===== src/rtl/jk_stim_checker_ff_phase_gen.sv =====
// Phase counter that divides the system clock into the flip-flop clock and
// emits one-cycle strobes for the falling edge and the end-of-step sample.
module ff_phase_gen #(
  parameter int DIV = 4
) (
  input  logic Clk,
  input  logic Resetn,
  input  logic run_i,
  output logic ff_clk_o,
  output logic fall_o,
  output logic sample_o,
  output logic step_end_o
);

  localparam int PW = $clog2(DIV);
  localparam logic [PW-1:0] P_LAST = PW'(DIV - 1);
  localparam logic [PW-1:0] P_HALF = PW'(DIV / 2);
  localparam logic [PW-1:0] P_PRE_FALL = PW'(DIV / 2 - 1);

  logic          active_q;
  logic [PW-1:0] p_q, p_d;
  logic          ff_clk_q, ff_clk_d;

  // run_i is the next-cycle run state: a fresh run always enters at p=0.
  always_comb begin
    p_d = '0;
    if (run_i && active_q) begin
      p_d = (p_q == P_LAST) ? '0 : p_q + PW'(1);
    end
    ff_clk_d = run_i && (p_d < P_HALF);
  end

  always_ff @(posedge Clk or negedge Resetn) begin
    if (!Resetn) begin
      active_q <= 1'b0;
      p_q      <= '0;
      ff_clk_q <= 1'b0;
    end else begin
      active_q <= run_i;
      p_q      <= p_d;
      ff_clk_q <= ff_clk_d;
    end
  end

  assign ff_clk_o   = ff_clk_q;
  assign fall_o     = active_q && (p_q == P_PRE_FALL);
  assign sample_o   = active_q && (p_q == P_LAST);
  assign step_end_o = sample_o;

endmodule


===== config.mk =====
export PLATFORM = sky130hd
export DESIGN_NAME = ff_phase_gen
export DESIGN_NICKNAME = d
export VERILOG_FILES = /design/src/rtl/jk_stim_checker_ff_phase_gen.sv
export SDC_FILE = /design/constraint.sdc
export NUM_CORES = 1
export LEC_CHECK = 0
export BUFFER_PORTS_ARGS = -buffer_cell sky130_fd_sc_hd__buf_2
export CELL_PAD_IN_SITES_DETAIL_PLACEMENT = 1
export CELL_PAD_IN_SITES_GLOBAL_PLACEMENT = 2
export CORE_AREA = 2 2 39 41
export CTS_BUF_LIST = sky130_fd_sc_hd__clkbuf_4
export DETAILED_ROUTE_END_ITERATION = 12
export DIE_AREA = 0 0 41 43
export HOLD_SLACK_MARGIN = 0.1
export PLACE_DENSITY_LB_ADDON = 0.1
export RECOVER_POWER = 100
export SYNTH_ARGS = -nofsm -noshare
export SYNTH_HDL_FRONTEND = slang
export SYNTH_SLANG_ARGS = --single-unit

===== constraint.sdc =====
create_clock -name Clk -period 1.1 [get_ports Clk]
set_input_delay 0.22 -clock Clk [delete_from_list [all_inputs] [get_ports Clk]]
set_output_delay 0.22 -clock Clk [all_outputs]
set_load 0.01 [all_outputs]

==> reports/summary.txt <==
Nets: 33
Hold endpoint: active_q$_DFF_PN0_
Required @ worst endpoint: 0.88 ns
YS warnings: 0
Yosys reg bits: 4
Die Span Y: 43 um
Cell Count Post-Placement: 37
Ports: 7
Clock root cell: clkbuf_4
Mapped Area: 184 um^2
Syn_area_per_cell: 12.3 um^2
Clk_skew: 0.00627 ns
Worst-margin pin slew: 0.218 ns
Top-area cell type share of the netlist area: 54.4%
Die area: 1760 um^2
Largest stage delay, worst path: 0.39 ns
Core ar.: 1380 um^2
Layout cell share with drive strength beyond 1: 50.0%
Final worst slack: -0.180 ns
Post-Synthesis Cells: 15
Routed vias: 137
First-pass GRT wire length: 634 um
R2R setup slack: 0.07 ns
1st-iter DRT viols: 0
Worst vdd ir: 0.000354 V
Worst R2R Path Depth: 3
Total wire length: 371 um
Routed WL per cell: 8.83 um
PortBufs: 6
Hold violation count in the final report: 0
Longest Clk Path Bufs: 2
DRT Pass-1 Iters: 1
Cell area after layout: 292 um^2
Final setup vio count: 3
Chip width: 41 um
Cell Area, Placed: 238 um^2
Unrepaired setup endpoints after global routing: true
Vias in the first global route: 157
Routed vias/inst: 3.26
Final Hold Slack: 0.165 ns
Clk slew on worst S/H paths: 0.04 ns
Residual DRC: 0
Clk Latency, worst-skew pair: 0.23 ns
Reg-to-Reg Start: p_q[0]$_DFF_PN0_
Synthesis-to-layout area growth: 58.5%
Core Rows: 14
Worst hold path type: in -> reg
Pins Over Slew Limit: 0
Filler cells: 167
Seq/Total Area, Yosys: 54.4%
Ratio of final minimum period to clock period: 116%
R2r endpoint: p_q[1]$_DFF_PN0_
ANT cells: 0
CTS H-tree lvls: 1
Rel. slew slack: 85.5%
Antenna violations before repair: 0
Worst EP arrival: 1.06 ns
Area contributors post-synth: dfrtp_1 54%, ha_1 14%, and2_2 8.2%
Slowest CP cell: dfrtp_1
Starting density of the core: 13.3%
Hold Path Origin: run_i
Failing checks: setup timing
Crit path capture type: primary output
CP Class: reg -> out
Overflow after GRT: 0
Global Route Usage Sum: 5.85%
Max-cap violations: 0
Fmax: 781 MHz
Leak: 0.144 nW
Largest net degree at the start of global routing: 6
Critical path peak fanout: 3
Cell Chain, Critical Path: ha_2 -> and2_4 -> buf_6
Worst setup SP type: flop
Fin crit period: 1.28 ns
CTS Sinks: 4
Synth unique cells: 9
Hold path depth: 1
CTS tree: done
Pre-CTS setup slack: 0.0147 ns
Outcome: finished, violations left
CTS buffer count: 3
Antenna viol nets, final: 0
PD cells: 1290 nW/um^2
Cell taking the most area after synthesis: dfrtp_1
Gpl congestion: 0.580
Fin cells: 42
Syn_nets: 20
DP HPWL: 271 um
-- registers in the layout (all words and copies together) (netlist names) --
name      count
p_q           2
active_q      1
ff_clk_o      1
-- synthesized netlist by cell type --
library cell and number:
inv_1 2, dfrtp_1 4, a21boi_0 1, and3_2 1, buf_4 1, nand2_1 1, and2_2 2, ha_1 2
nor3_2 1
-- area by class of cell --
cell class              instances  area (um^2)  share of cell area [%]
multi-input cells               8         71.3                    24.5
flip-flops and latches          4          100                    34.3
clock buffers                   3         22.5                    7.73
well taps                      16         20.0                    6.87
repair buffers                  9         70.1                    24.0
inverters                       2         7.51                    2.58
-- power breakdown --
group	switching, mW	internal (mW)
clock	0.0593	0.122
sequential	0.00591	0.156
combinational	0.0155	0.0182
total	0.0807	0.296
-- how the worst max path moves through the flow --
stage	from	end	cells past startpoint
floorplan	p_q[0]$_DFF_PN0_	step_end_o	3
global placement	p_q[0]$_DFF_PN0_	fall_o	3
detailed placement	p_q[0]$_DFF_PN0_	fall_o	3
CTS	p_q[0]$_DFF_PN0_	sample_o	3
global route	p_q[0]$_DFF_PN0_	step_end_o	3
finish	p_q[0]$_DFF_PN0_	sample_o	3
-- per-layer routing --
layer | share of wire, % | vias to the layer above | GRT usage [%]
li1 | - | 68 | -
met1 | 40 | 64 | 5.88
met2 | 53 | 5 | 7.81
met3 | 7.0 | 0 | 1.57
met4 | 0 | 0 | 8.00
met5 | 0 | - | 0
-- worst max-delay path: cells and delay by family, from the launching register on --
| kind | cells | cell delay (ns) |
|---|---|---|
| DFF | 1 | 0.39 |
| adders and majority gates | 1 | 0.18 |
| and+or+nand+nor | 1 | 0.14 |
| buffers and inverters | 1 | 0.11 |
-- repair_timing --
action,in CTS,in global routing
setup buffers,1,0
hold buffers,1,0
endpoints found under the hold margin,4,0
pin swaps,2,0
resized for setup,5,0
setup endpoints to repair,3,3
-- metrics by stage --
step           util (%)  TNS (ns)  power (mW)
5_1_grt            21.1    -0.664       0.408
2_1_floorplan         -         0       0.176
3_5_place_dp       17.2         0       0.194
3_3_place_gp       17.2         0       0.194
6_report           21.1    -0.514       0.377
4_1_cts            21.7    -0.561       0.391
-- placed cells by master, fill, tap and decap left out --
| cell | Yosys | final |
|---|---|---|
| a21boi_0 | 1 | 1 |
| and2_4 | 0 | 2 |
| and3_2 | 1 | 1 |
| buf_4 | 1 | 2 |
| buf_6 | 0 | 3 |
| clkbuf_1 | 0 | 3 |
| clkbuf_4 | 0 | 3 |
| dfrtp_1 | 4 | 4 |
| dlygate4sd3_1 | 0 | 1 |
| ha_2 | 0 | 2 |
| inv_1 | 2 | 2 |
| nand2_1 | 1 | 1 |
| nor3_1 | 0 | 1 |
-- kinds of logic after synthesis --
| logic type | after synthesis | synth area share [%] |
|---|---|---|
| and+or+nand+nor | 5 | 19.7 |
| DFF | 4 | 54.4 |
| buffers and inverters | 3 | 8.17 |
| adders and majority gates | 2 | 13.6 |
| AOI/OAI and AO/OA | 1 | 4.08 |
Note: power is estimated with default switching activity, not from simulation.
